--- config.mk ---
export PLATFORM = sky130hd
export DESIGN_NAME = adc_scan_sequencer
export DESIGN_NICKNAME = d
export VERILOG_FILES = /design/src/rtl/adc_scan_sequencer.sv
export SDC_FILE = /design/constraint.sdc
export NUM_CORES = 1
export LEC_CHECK = 0
export CAP_MARGIN = 20
export CORE_MARGIN = 2
export CORE_UTILIZATION = 35
export CTS_CLUSTER_SIZE = 14
export DETAILED_ROUTE_END_ITERATION = 10
export DONT_BUFFER_PORTS = 1
export MAX_ROUTING_LAYER = met4
export PLACE_DENSITY = 0.55
export SETUP_SLACK_MARGIN = 0.15
export SYNTH_ARGS = -nofsm -noshare
export SYNTH_HDL_FRONTEND = slang
export SYNTH_SLANG_ARGS = --single-unit
--- constraint.sdc ---
create_clock -name clk -period 3.36 [get_ports clk]
set_input_delay 0.672 -clock clk [delete_from_list [all_inputs] [get_ports clk]]
set_output_delay 0.672 -clock clk [all_outputs]
set_load 0.01 [all_outputs]
--- src/rtl/adc_scan_sequencer.sv ---
// adc_scan_sequencer
// Walks the 12-bit serial ADC engine through the channels enabled in a latched
// mask and keeps the newest result of every channel in a small register file.
// The engine is pipelined by one transaction: the configuration word sent now
// selects the channel whose result arrives with the *next* conv_done. A scan
// therefore begins with a priming transaction, and it ends with a wrap-around
// transaction that re-configures the first channel.
//
// Ports
//   clk, reset         system clock, asynchronous active-low reset
//   i_enable           continuous-mode run enable (level)
//   i_start            single-shot scan request (pulse, honoured only when idle)
//   i_ch_mask          enabled channels, latched at scan start
//   i_period           scan interval in clk cycles, 0 = back-to-back
//   i_flag_clr         clears the overrun / timeout flags
//   o_conv_req         transaction request to the ADC engine
//   o_conv_conf        engine config word {S/D, O/S, S1, S0, UNI, SLP}
//   i_conv_ack         engine accepted the request (pulse)
//   i_conv_done        i_conv_data valid (pulse)
//   i_conv_data        result of the previously configured conversion
//   i_rd_ch/o_rd_data  combinational register-file read port
//   o_sample_*         one-cycle notification of every stored result
//   o_scan_done        end-of-scan pulse
//   o_busy             scan in progress
//   o_overrun          sticky: period tick arrived while busy
//   o_timeout_err      sticky: conv_done missing within TIMEOUT cycles
module adc_scan_sequencer #(
   parameter int NUM_CH  = 8,
   parameter int TIMEOUT = 4096
) (
   input  logic              clk,
   input  logic              reset,
   input  logic              i_enable,
   input  logic              i_start,
   input  logic [NUM_CH-1:0] i_ch_mask,
   input  logic [15:0]       i_period,
   input  logic              i_flag_clr,
   output logic              o_conv_req,
   output logic [5:0]        o_conv_conf,
   input  logic              i_conv_ack,
   input  logic              i_conv_done,
   input  logic [11:0]       i_conv_data,
   input  logic [2:0]        i_rd_ch,
   output logic [11:0]       o_rd_data,
   output logic              o_sample_valid,
   output logic [2:0]        o_sample_ch,
   output logic [11:0]       o_sample_data,
   output logic              o_scan_done,
   output logic              o_busy,
   output logic              o_overrun,
   output logic              o_timeout_err
);

   localparam int TW = $clog2(TIMEOUT + 1);

   typedef enum logic [2:0] {
      S_IDLE      = 3'd0,
      S_REQ       = 3'd1,
      S_WAIT_ACK  = 3'd2,
      S_WAIT_DONE = 3'd3,
      S_STORE     = 3'd4
   } state_t;

   state_t            r_state;
   state_t            w_state_nxt;
   logic [5:0]        w_conf_nxt;
   logic [NUM_CH-1:0] r_mask;
   logic [2:0]        r_ptr;
   logic [2:0]        r_prev_ch;
   logic              r_prev_vld;
   logic [15:0]       r_per_cnt;
   logic [TW-1:0]     r_to_cnt;
   logic [11:0]       r_results [0:NUM_CH-1];
   logic              r_conv_req;
   logic [5:0]        r_conv_conf;
   logic              r_sample_valid;
   logic [2:0]        r_sample_ch;
   logic [11:0]       r_sample_data;
   logic              r_scan_done;
   logic              r_busy;
   logic              r_overrun;
   logic              r_timeout_err;
   logic              w_tick;
   logic              w_launch;
   logic              w_store;
   logic              w_last;
   logic              w_abort;

   // Lowest enabled channel of a mask (first channel of a scan).
   function automatic logic [2:0] f_lowest(input logic [NUM_CH-1:0] m);
      logic [2:0] r;
      r = 3'd0;
      for (int i = NUM_CH - 1; i >= 0; i--) begin
         if (m[i]) r = 3'(i);
      end
      return r;
   endfunction

   // Next enabled channel above cur, wrapping to the lowest one.
   function automatic logic [2:0] f_next(input logic [NUM_CH-1:0] m, input logic [2:0] cur);
      logic [2:0] r;
      r = f_lowest(m);
      for (int i = NUM_CH - 1; i >= 0; i--) begin
         if (m[i] && (i > int'(cur))) r = 3'(i);
      end
      return r;
   endfunction

   // True when no enabled channel lies above cur.
   function automatic logic f_is_last(input logic [NUM_CH-1:0] m, input logic [2:0] cur);
      logic r;
      r = 1'b1;
      for (int i = 0; i < NUM_CH; i++) begin
         if (m[i] && (i > int'(cur))) r = 1'b0;
      end
      return r;
   endfunction

   // Single-ended, unipolar, awake: {S/D, O/S, S1, S0, UNI, SLP}.
   function automatic logic [5:0] f_cfg(input logic [2:0] ch);
      return {1'b1, ch[0], ch[2], ch[1], 1'b1, 1'b0};
   endfunction

   // With period 0 ticks are only meaningful in IDLE, so back-to-back mode never overruns.
   assign w_tick   = i_enable && ((i_period == 16'd0) ? (r_state == S_IDLE)
                                                      : (r_per_cnt == (i_period - 16'd1)));
   assign w_launch = (r_state == S_IDLE) && (i_start || w_tick) && (i_ch_mask != '0);
   // Priming data (prev channel not yet valid) is never stored.
   assign w_store  = (r_state == S_WAIT_DONE) && i_conv_done && r_prev_vld;
   assign w_last   = w_store && f_is_last(r_mask, r_prev_ch);
   assign w_abort  = (r_state == S_WAIT_DONE) && !i_conv_done && (r_to_cnt == TW'(TIMEOUT - 1));

   // FSM state register.
   always_ff @(posedge clk or negedge reset) begin
      if (!reset) r_state <= S_IDLE;
      else        r_state <= w_state_nxt;
   end

   // Next-state decode and the config word to present on entering REQ.
   always_comb begin
      w_state_nxt = r_state;
      w_conf_nxt  = r_conv_conf;
      case (r_state)
         S_IDLE: begin
            if (w_launch) begin
               w_state_nxt = S_REQ;
               w_conf_nxt  = f_cfg(f_lowest(i_ch_mask));
            end else begin
               w_state_nxt = S_IDLE;
            end
         end
         S_REQ, S_WAIT_ACK: begin
            if (i_conv_ack) w_state_nxt = S_WAIT_DONE;
            else            w_state_nxt = S_WAIT_ACK;
         end
         S_WAIT_DONE: begin
            if (i_conv_done) begin
               if (w_last) w_state_nxt = S_IDLE;
               else        w_state_nxt = S_STORE;
            end else if (w_abort) begin
               w_state_nxt = S_IDLE;
            end else begin
               w_state_nxt = S_WAIT_DONE;
            end
         end
         S_STORE: begin
            w_state_nxt = S_REQ;
            w_conf_nxt  = f_cfg(r_ptr);
         end
         default: w_state_nxt = S_IDLE;
      endcase
   end

   // Scan bookkeeping: latched mask, channel pointer, pipeline channel, result file.
   always_ff @(posedge clk or negedge reset) begin
      if (!reset) begin
         r_mask     <= '0;
         r_ptr      <= 3'd0;
         r_prev_ch  <= 3'd0;
         r_prev_vld <= 1'b0;
         for (int k = 0; k < NUM_CH; k++) r_results[k] <= 12'd0;
      end else if (w_launch) begin
         r_mask     <= i_ch_mask;
         r_ptr      <= f_lowest(i_ch_mask);
         r_prev_vld <= 1'b0;
      end else if ((r_state == S_WAIT_DONE) && i_conv_done) begin
         if (w_store) r_results[r_prev_ch] <= i_conv_data;
         r_prev_ch  <= r_ptr;
         r_prev_vld <= 1'b1;
         r_ptr      <= f_next(r_mask, r_ptr);
      end
   end

   // Period counter (cleared while disabled) and conv_done watchdog started by conv_ack.
   always_ff @(posedge clk or negedge reset) begin
      if (!reset) begin
         r_per_cnt <= 16'd0;
         r_to_cnt  <= '0;
      end else begin
         if (!i_enable || (i_period == 16'd0) || w_tick) r_per_cnt <= 16'd0;
         else                                          r_per_cnt <= r_per_cnt + 16'd1;
         // Loaded with 1 so the count equals cycles elapsed since the ack cycle.
         if (((r_state == S_REQ) || (r_state == S_WAIT_ACK)) && i_conv_ack) r_to_cnt <= TW'(1);
         else if (r_state == S_WAIT_DONE)                                 r_to_cnt <= r_to_cnt + TW'(1);
         else                                                              r_to_cnt <= r_to_cnt;
      end
   end

   // Registered handshake, sample and status outputs; flag set beats flag_clr.
   always_ff @(posedge clk or negedge reset) begin
      if (!reset) begin
         r_conv_req     <= 1'b0;
         r_conv_conf    <= 6'd0;
         r_sample_valid <= 1'b0;
         r_sample_ch    <= 3'd0;
         r_sample_data  <= 12'd0;
         r_scan_done    <= 1'b0;
         r_busy         <= 1'b0;
         r_overrun      <= 1'b0;
         r_timeout_err  <= 1'b0;
      end else begin
         r_conv_req     <= (w_state_nxt == S_REQ) || (w_state_nxt == S_WAIT_ACK);
         r_conv_conf    <= w_conf_nxt;
         r_sample_valid <= w_store;
         if (w_store) begin
            r_sample_ch   <= r_prev_ch;
            r_sample_data <= i_conv_data;
         end
         r_scan_done <= w_last;
         r_busy      <= (w_state_nxt != S_IDLE);
         if (w_tick && (r_state != S_IDLE)) r_overrun <= 1'b1;
         else if (i_flag_clr)               r_overrun <= 1'b0;
         if (w_abort)         r_timeout_err <= 1'b1;
         else if (i_flag_clr) r_timeout_err <= 1'b0;
      end
   end

   assign o_conv_req     = r_conv_req;
   assign o_conv_conf    = r_conv_conf;
   assign o_rd_data      = r_results[i_rd_ch];
   assign o_sample_valid = r_sample_valid;
   assign o_sample_ch    = r_sample_ch;
   assign o_sample_data  = r_sample_data;
   assign o_scan_done    = r_scan_done;
   assign o_busy         = r_busy;
   assign o_overrun      = r_overrun;
   assign o_timeout_err  = r_timeout_err;

endmodule

### Yosys cells after proc, flatten, opt, wreduce, memory -nomap -nowiden

Index checks and enable logic that the tools add are counted.
Widths: inputs -> output; s select.

| storage, ports and cells | value |
|---|---|
| flip-flop bits (word level) | 170 |
| output and inout bits | 39 |
| word-level logic and storage cells | 157 |
| bits of input ports | 46 |

| cells by class | value |
|---|---|
| eq/ne operators | 9 |
| add/sub/neg operators | 3 |
| order comparisons | 17 |
| reductions and logical operators | 46 |
| bitwise operators | 3 |
| muxes and demuxes | 55 |

Operators with widths:

| kind | number |
|---|---|
| $bwmux 96 | 1 |
| $mux 3 | 27 |
| $bmux 12 s3 | 1 |
| $demux 12 s3 | 1 |
| $mux 12 | 3 |
| $mux 13 | 2 |
| $logic_and 1x1->1 | 25 |
| $gt 3x3->1 const A | 8 |
| $add 16x1->16 const B | 1 |
| $eq 16x16->1 | 1 |
| $logic_not 16->1 | 1 |
| $mux 16 | 1 |
| $sub 16x1->16 const B | 1 |
| $mux 1 | 15 |
| $add 13x1->13 const B | 1 |
| $eq 13x12->1 const B | 1 |
| $gt 2x3->1 const A | 4 |
| $pmux 3 s4 | 1 |
| $pmux 6 s2 | 1 |
| $reduce_bool 2->1 | 5 |
| $eq 3x2->1 const B | 3 |
| $ge 4x4->1 const B | 2 |
| $not 3->4 | 2 |
| $reduce_bool 8->1 | 1 |
| 15 further kinds | 24 |

### Longest topological paths before layout

Gate-level depths: netlist (run 1).

| depth | value |
|---|---|
| word-level depth | 17 |
| gate-level depth with buffers | 12 |
| depth with buffers taken out | 10 |

### Least setup slack after synthesis (run 1)

Ideal clock, no wire load.

| timing | value |
|---|---|
| path kind | input to register |
| from | input i_period[0] |
| to | register r_mask[1] |
| arrival time | 3.312 ns |
| buffers on the path | 2 |
| library setup time | 0.125 ns |
| slack | -0.077 ns |
| stages | 12 |
| required time | 3.235 ns |
| cell sequence | inv_1 > ha_1 > or4b_4 > or2_4 > o31ai_1 > nand4_1 > nor4_2 > a21oi_2 > or3_1 > buf_6 > buf_12 > mux2_4 |

| on the way | value |
|---|---|
| longest elaborated chain between the ends | 7 |
| elaborated cells between the ends (all ways) | 8 |
| classes of those cells | add/sub (1); eq/ne (1); mux (1); reduce/logical (5) |

Ends and longest elaborated chain:

| item | line | source |
|---|---|---|
| start: declaration | 36 | `input logic [15:0] i_period,` |
| $sub 16x1->16 | 126 | `: (r_per_cnt == (i_period - 16'd1)));` |
| $eq 16x16->1 | 126 |  |
| $mux 1 (*) | 125 | `assign w_tick = i_enable && ((i_period == 16'd0) ? (r_state == S_IDLE)` |
| $logic_and 1x1->1 (*) | 125 |  |
| $logic_or 1x1->1 (*) | 127 | `assign w_launch = (r_state == S_IDLE) && (i_start \|\| w_tick) && (i_ch_mask != '0);` |
| $logic_and 1x1->1 (*) (2 in a row) | 127 |  |
| end signal: assignment | 183 | `r_mask <= i_ch_mask;` |
| end: declaration | 67 | `logic [NUM_CH-1:0] r_mask;` |

Every way passes the cells marked *; elsewhere a longest branch is shown, timed or not.
A chain may end at the register's enable or synchronous reset.

### Worst setup path in the final report (run 1)

| timing | value |
|---|---|
| from | input i_period[0] |
| to | register r_conv_conf[4], in the netlist o_conv_conf[4] |

| on the way | value |
|---|---|
| longest elaborated chain between the ends | 9 |
| elaborated cells between the ends (all ways) | 10 |
| classes of those cells | add/sub (1); eq/ne (2); mux (1); reduce/logical (6) |

Ends and longest elaborated chain:

| item | line | source |
|---|---|---|
| $sub 16x1->16 | 126 |  |
| $eq 16x16->1 | 126 |  |
| $mux 1 (*) | 125 |  |
| $logic_and 1x1->1 (*) | 125 |  |
| $logic_or 1x1->1 (*) | 127 |  |
| $logic_and 1x1->1 (*) (2 in a row) | 127 |  |
| $ne 2x2->1 (no line) (*) | -- |  |
| $reduce_and 2->1 (no line) (*) | -- |  |
| end signal: assignment | 223 | `r_conv_conf <= w_conf_nxt;` |
| end: declaration | 75 | `logic [5:0] r_conv_conf;` |

Marked as above.

==> metrics.txt, run 1 <==
Overflow after GRT 0; largest family of logic cells by synthesized area multiplexers; count of state elements after synthesis 168; Max Cap Viol 0; WP data required 3.68 ns; placed cell count 996; Worst Hold Margin -0.06355 ns; filler instances 2262; layout cells sized above 1 29.34%; vias in the first global route 5521; PostCTS Resize Cnt 0; DRC viols 0; period utilization 88.58%; antenna viol nets, final 0; sequential area share after synthesis 50.93%; area occupied by registers 4204 um2; final setup vio count 0; routed metal-1 wirelength 8358 um; cell-internal power 0.004836 W; Ports 85; distinct cell type count after synthesis 61; clk sinks 168; gr usage total 16.39%; Final #Nets 745; Root Buffer clkbuf_16; ys flop type dfrtp_1; worst hold path type in2async; Total Wirelength 18770 um; CTS buffer count 17; DIE AREA 24830 um2; adder-cell share of the synthesized area 0.4548%; Util after Layout 39.83%; Detailed Place HPWL 12490 um; Clk pin slew, worst setup/hold paths 0.07 ns; post-CTS setup buffers 0; first-pass GRT wire length 30220 um; Logic pwr share 23.7%; clock share of power 29.9%; post-synthesis mux area share 23.10%; Chip Height 157.6 um; WP data arrival 3.29 ns; Fmax achieved 336.0 MHz; number of DRC markers in iteration 0 323; ratio of total power to cell area 750.6 nW/um2; CTS tree done; Worst Setup Slack post-DPL -0.08252 ns; Setup Skew 0.01149 ns; Switching Fraction 30.67%; Core ar. 23330 um2; met3 wire len 855 um; port bufs 0; antenna violations before repair 0; endpoint class of the critical path flip-flop; Rows 56; first-pass detailed-route iteration total 4; Vias/cell 5.196; Compound-Gate Fraction of Synth Area 5.260%; worst-path fanout max 14; switching power 0.002139 W; Mapped Cells 697; Worst Max-Slew Pin Slew 0.7855 ns; Mapped Nets 746; DR top layer met4; clk buf depth 2; Post-synth EDFFs 0; Starting Density 35.38%; Fin. Hold Viols 111; clk_lat worst skew 0.44 ns; Slew Viols, Final 0; maximum VDD drop 363.3 uV; met2 WL 9285 um; Non-Filler Instances 1028; sequential share of power 46.4%; Antenna Cells 0; htree depth 4; Mean Syn Cell Area 11.84 um2; synthesized area 8254 um2; relative slew slack 47.63%; multi-input logic area 3864 um2; Die X 157.6 um; Startpoint Class input pin; Area growth syn-to-layout 12.58%; unrepaired setup endpoints after global routing no; Synth Area in XOR/XNOR 4.881%; asr flop ratio synth 100.0%; average routed wire per standard cell 18.26 um; Final min period 2.976 ns; largest net degree at the start of global routing 169; crit path kind in2reg; status finished, violations left; Simple-Gate Fraction of Synth Area 12.63%; final worst setup slack 0.3837 ns; routability cong. 0.8488; LEAKAGE 4.186 nW; vias 5342; failing checks negative hold slack; yosys warns 0
[registers in the layout, indices dropped and copies added, names as in the netlist, 3 cells and up]
name and cells:
o_conv_conf 4, o_sample_ch 3, o_sample_data 12, r_mask 8, r_per_cnt 16, r_prev_ch 3, r_ptr 3, r_results 96
r_state 3, r_to_cnt 13
[power by group through the flow]
stage	sequential (W)	combinational, W	clock, W
after global placement	0.00322	0.00161	0
after global routing	0.00333	0.00183	0.00224
after CTS	0.00324	0.00168	0.00214
final	0.00324	0.00165	0.00209
after detailed placement	0.00328	0.00167	0
after floorplan	0.00306	0.00147	0
[placed cells by master, fill, tap and decap left out, drive strengths merged, types with 5 or more instances in the layout]
| cell type | n |
|---|---|
| dfrtp | 168 |
| mux2 | 117 |
| nand2 | 73 |
| nor2 | 64 |
| xor2 | 24 |
| mux4 | 24 |
| xnor2 | 22 |
| inv | 21 |
| nand3 | 18 |
| clkbuf | 17 |
| a21oi | 17 |
| buf | 14 |
| nor3 | 13 |
| o21ai | 12 |
| or3 | 11 |
| nand4 | 7 |
| and3 | 7 |
| nor4 | 7 |
| a31oi | 5 |
| o31ai | 5 |
[area by class of cell]
type	count	area share, %
multi-input cells	480	41.58
clock buffers	17	4.578
well taps	319	4.295
inverters	15	0.7944
clock inverters	15	2.249
flip-flops and latches	168	45.24
repair buffers	14	1.266
[per-stage QoR]
step	instance area (um2)	TNS [ns]	power [W]	hold WS, ns
6_report	9293	0	0.006975	-0.06355
5_1_grt	9293	0	0.007401	-0.09054
4_1_cts	9293	0	0.007058	-0.08202
3_5_place_dp	8658	-0.5375	0.004944	0.3858
3_3_place_gp	8658	-0.3186	0.004831	0.3853
2_1_floorplan	8290	0	0.004527	0.3764
[metal layers]
| layer | GRT usage, % | vias to the layer above |
|---|---|---|
| met3 | 3.750 | 26 |
| met5 | - | - |
| met2 | 26.87 | 109 |
| met1 | 20.43 | 2732 |
| li1 | - | 2475 |
| met4 | 4.632 | 0 |
[path summary, 6_finish.rpt]
path / from / endpoint / slack [ns] / cells past startpoint
worst max-delay path: i_period[0] / o_conv_conf[4]$_DFFE_PN0P_ / 0.38 / 11
worst min-delay path: reset / o_sample_valid$_DFF_PN0_ / -0.06 / 0
worst max register to register: r_state[0]$_DFF_PN0_ / r_results[42]$_DFFE_PN0P_ / 0.51 / 8
worst min register to register: r_results[9]$_DFFE_PN0P_ / r_results[9]$_DFFE_PN0P_ / 0.50 / 1
max in group asynchronous: reset / o_scan_done$_DFF_PN0_ / 3.09 / 0
min in group clk: i_conv_data[10] / o_sample_data[10]$_DFFE_PN0P_ / 0.34 / 2
[Yosys cell counts (2+ instances only)]
| cell type | number | area, um2 |
|---|---|---|
| and2_1 | 2 | 12.51 |
| and3_1 | 7 | 43.79 |
| or3_1 | 9 | 56.30 |
| mux2_4 | 5 | 75.07 |
| buf_1 | 5 | 18.77 |
| a31o_1 | 2 | 17.52 |
| o31ai_1 | 5 | 37.54 |
| a31oi_1 | 5 | 31.28 |
| o21ai_0 | 12 | 60.06 |
| or2_2 | 3 | 18.77 |
| nand3_1 | 18 | 90.09 |
| mux2i_1 | 3 | 30.03 |
| o21bai_1 | 2 | 15.01 |
| a311o_1 | 2 | 20.02 |
| buf_6 | 2 | 22.52 |
| a21oi_1 | 16 | 80.08 |
| o221ai_1 | 2 | 17.52 |
| clkbuf_1 | 24 | 90.09 |
| a211oi_1 | 2 | 15.01 |
| xor2_1 | 24 | 210.2 |
| nand4_1 | 7 | 43.79 |
| nor4b_1 | 3 | 26.28 |
| a21boi_0 | 2 | 15.01 |
| o22ai_1 | 3 | 18.77 |
| nor2b_1 | 3 | 18.77 |
| inv_1 | 15 | 56.30 |
| mux2_2 | 112 | 1261 |
| nor4_1 | 6 | 37.54 |
| ha_1 | 3 | 37.54 |
| dfrtp_1 | 168 | 4204 |
| or4_1 | 3 | 22.52 |
| mux4_2 | 24 | 540.5 |
| nor2_1 | 64 | 240.2 |
| nor3_1 | 13 | 65.06 |
| nand2_1 | 73 | 274.0 |
| xnor2_1 | 22 | 192.7 |
| buf_4 | 2 | 15.01 |
[critical path, cell delays in order]
cell and delay [ns]:
inv_12 0.03, ha_4 0.12, or4b_4 0.45, or2_4 0.26, nor4b_2 0.25, o22ai_1 0.14
nor4_2 0.37, a21oi_2 0.11, or3_1 0.35, buf_4 0.20, a311o_1 0.33
[logic make-up (layout without fill, tap and decap cells)]
kind of cell / after synthesis / after routing
mux: 144 / 144
fa+ha+maj: 3 / 3
other cells: 1 / 1
buf+inv: 49 / 61
flops: 168 / 168
xor+xnor: 46 / 46
compound gates: 65 / 65
simple gates: 221 / 221
(Power assumes the default switching activity.)
==> run 2: changes to the inputs <==
==> constraint.sdc (replaced) <==
create_clock -name clk -period 3.36 [get_ports clk]
set_input_delay 0.504 -clock clk [delete_from_list [all_inputs] [get_ports clk]]
set_output_delay 0.504 -clock clk [all_outputs]
set_load 0.01 [all_outputs]
==> metrics.txt, run 2 (synthesized netlist as in run 1, its figures left out) <==
average routed wire per standard cell 17.86 um (-2.2%); Regs by FF count r_results: 96 flops, r_per_cnt: 16 flops, r_to_cnt: 13 flops; Overflow after GRT 0 (unchanged); Non-Filler Instances 1024 (-0.39%); layout cells sized above 1 29.08% (-0.26 points); leading cell type in the layout, fill and taps excluded dfrtp_1; Worst Hold Margin -0.2310 ns (-0.1674 ns); routability cong. 0.8405 (-0.98%); htree depth 4 (unchanged); Rows 56 (unchanged); clk_lat worst skew 0.43 ns (about the same); met2 WL 8604 um (-7.3%); CTS tree done; CTS buffer count 17 (unchanged); Ports 85 (unchanged); Root Buffer clkbuf_16; status finished, violations left; Area growth syn-to-layout 11.64%; filler instances 2231 (-1.4%); Worst Max-Slew Pin Slew 0.8188 ns (+0.03323 ns); WP data arrival 3.28 ns (about the same); WP data required 3.67 ns (about the same); Total Wirelength 18290 um (-2.6%); largest net degree at the start of global routing 169 (unchanged); antenna violations before repair 0 (unchanged); Vias/cell 5.225 (+0.54%); Detailed Place HPWL 12220 um (-2.2%); unrepaired setup endpoints after global routing no; gr usage total 15.99% (-0.39 points); maximum VDD drop 351.0 uV (-3.4%); period utilization 88.30% (-0.28 points); vias in the first global route 5555 (+0.62%); Chip Height 157.6 um (unchanged); worst-path fanout max 14 (unchanged); Fmax achieved 337.0 MHz (+0.31%); multi-input logic area 3859 um2 (-0.13%); number of DRC markers in iteration 0 311 (-3.7%); first-pass detailed-route iteration total 5 (+1); Core ar. 23330 um2 (unchanged); ratio of total power to cell area 745.7 nW/um2 (-0.66%); Final Cell Area 9215 um2 (-0.83%); placed cell count 992 (-0.40%); endpoint class of the critical path flip-flop; Clk pin slew, worst setup/hold paths 0.07 ns (about the same); DR top layer met4; Max Cap Viol 0 (unchanged); Slew Viols, Final 0 (unchanged); met3 wire len 858 um (+0.35%); DRC viols 0 (unchanged); first-pass GRT wire length 29890 um (-1.1%); Starting Density 35.38% (unchanged); crit path kind in2reg; relative slew slack 45.42% (-2.2 points); Final min period 2.967 ns (-0.009322 ns); DIE AREA 24830 um2 (unchanged); routed metal-1 wirelength 8604 um (+2.9%); Die X 157.6 um (unchanged); port bufs 0 (unchanged); Startpoint Class input pin; Fin. Hold Viols 168 (+51%); clk sinks 168 (unchanged); clk buf depth 2 (unchanged); Most flops, register r_results; final setup vio count 0 (unchanged); most frequent cells in the layout dfrtp_1, mux2_2, nand2_1, nor2_1; Antenna Cells 0 (unchanged); max reg flops 96 (unchanged); antenna viol nets, final 0 (unchanged); post-CTS setup buffers 0 (unchanged); PostCTS Resize Cnt 0 (unchanged); failing checks negative hold slack; vias 5350 (+0.15%); Setup Skew 0.01176 ns (+0.0002733 ns); Final #Nets 741 (-0.54%); dpl cell area 8593 um2 (-0.75%); LEAKAGE 4.152 nW (-0.82%); area occupied by registers 4204 um2 (unchanged); worst hold path type in2async
run 2: cell type report:
class | instances | area share [%]
flip-flops and latches | 168 | 45.62
multi-input cells | 480 | 41.87
clock buffers | 18 | 4.766
well taps | 319 | 4.331
clock inverters | 14 | 1.982
repair buffers | 10 | 0.8147
inverters | 15 | 0.6110
run 2: final timing paths:
kind / start / endpoint / slack (ns) / cells after the start
min reg2reg: r_results[65]$_DFFE_PN0P_ / r_results[65]$_DFFE_PN0P_ / 0.50 / 1
min in group clk: i_conv_data[6] / o_sample_data[6]$_DFFE_PN0P_ / 0.18 / 2
max reg2reg: r_per_cnt[6]$_DFF_PN0_ / r_ptr[0]$_DFFE_PN0P_ / 0.57 / 9
max: i_period[0] / r_ptr[0]$_DFFE_PN0P_ / 0.39 / 11
max in group asynchronous: reset / r_per_cnt[14]$_DFF_PN0_ / 3.28 / 0
min: reset / o_sample_valid$_DFF_PN0_ / -0.23 / 0
run 2: stage by stage:
step	utilization [%]	power [W]	TNS [ns]	setup WS, ns
after global routing	39.49	0.007288	0	0.2482
after detailed placement	36.83	0.004917	-0.2333	-0.06766
after global placement	36.83	0.004806	0	0.03305
after CTS	39.49	0.006953	0	0.3948
final	39.49	0.006871	0	0.3930
after floorplan	-	0.004525	0	0.1511
run 2: worst max-delay path, stage by stage:
cell     delay [ns]
inv_2          0.03
ha_2           0.17
or4b_4         0.47
or2_4          0.27
nor4b_2        0.28
o22ai_1        0.16
nor4_2         0.37
a21oi_2        0.12
or3_1          0.35
buf_4          0.21
a311o_1        0.36
run 2: metal layers:
layer / track usage [%] / vias to the layer above
li1: - / 2479
met1: 21.21 / 2741
met2: 24.70 / 112
met3: 3.668 / 18
met4: 4.589 / 0
met5: - / -
run 2: report_power, final:
group | switching (W) | total, W | internal, W | leakage, nW
clock network | 0.000917 | 0.00201 | 0.00109 | 0.300
registers | 0.000548 | 0.00323 | 0.00268 | 2.23
logic | 0.000689 | 0.00163 | 0.000941 | 1.63
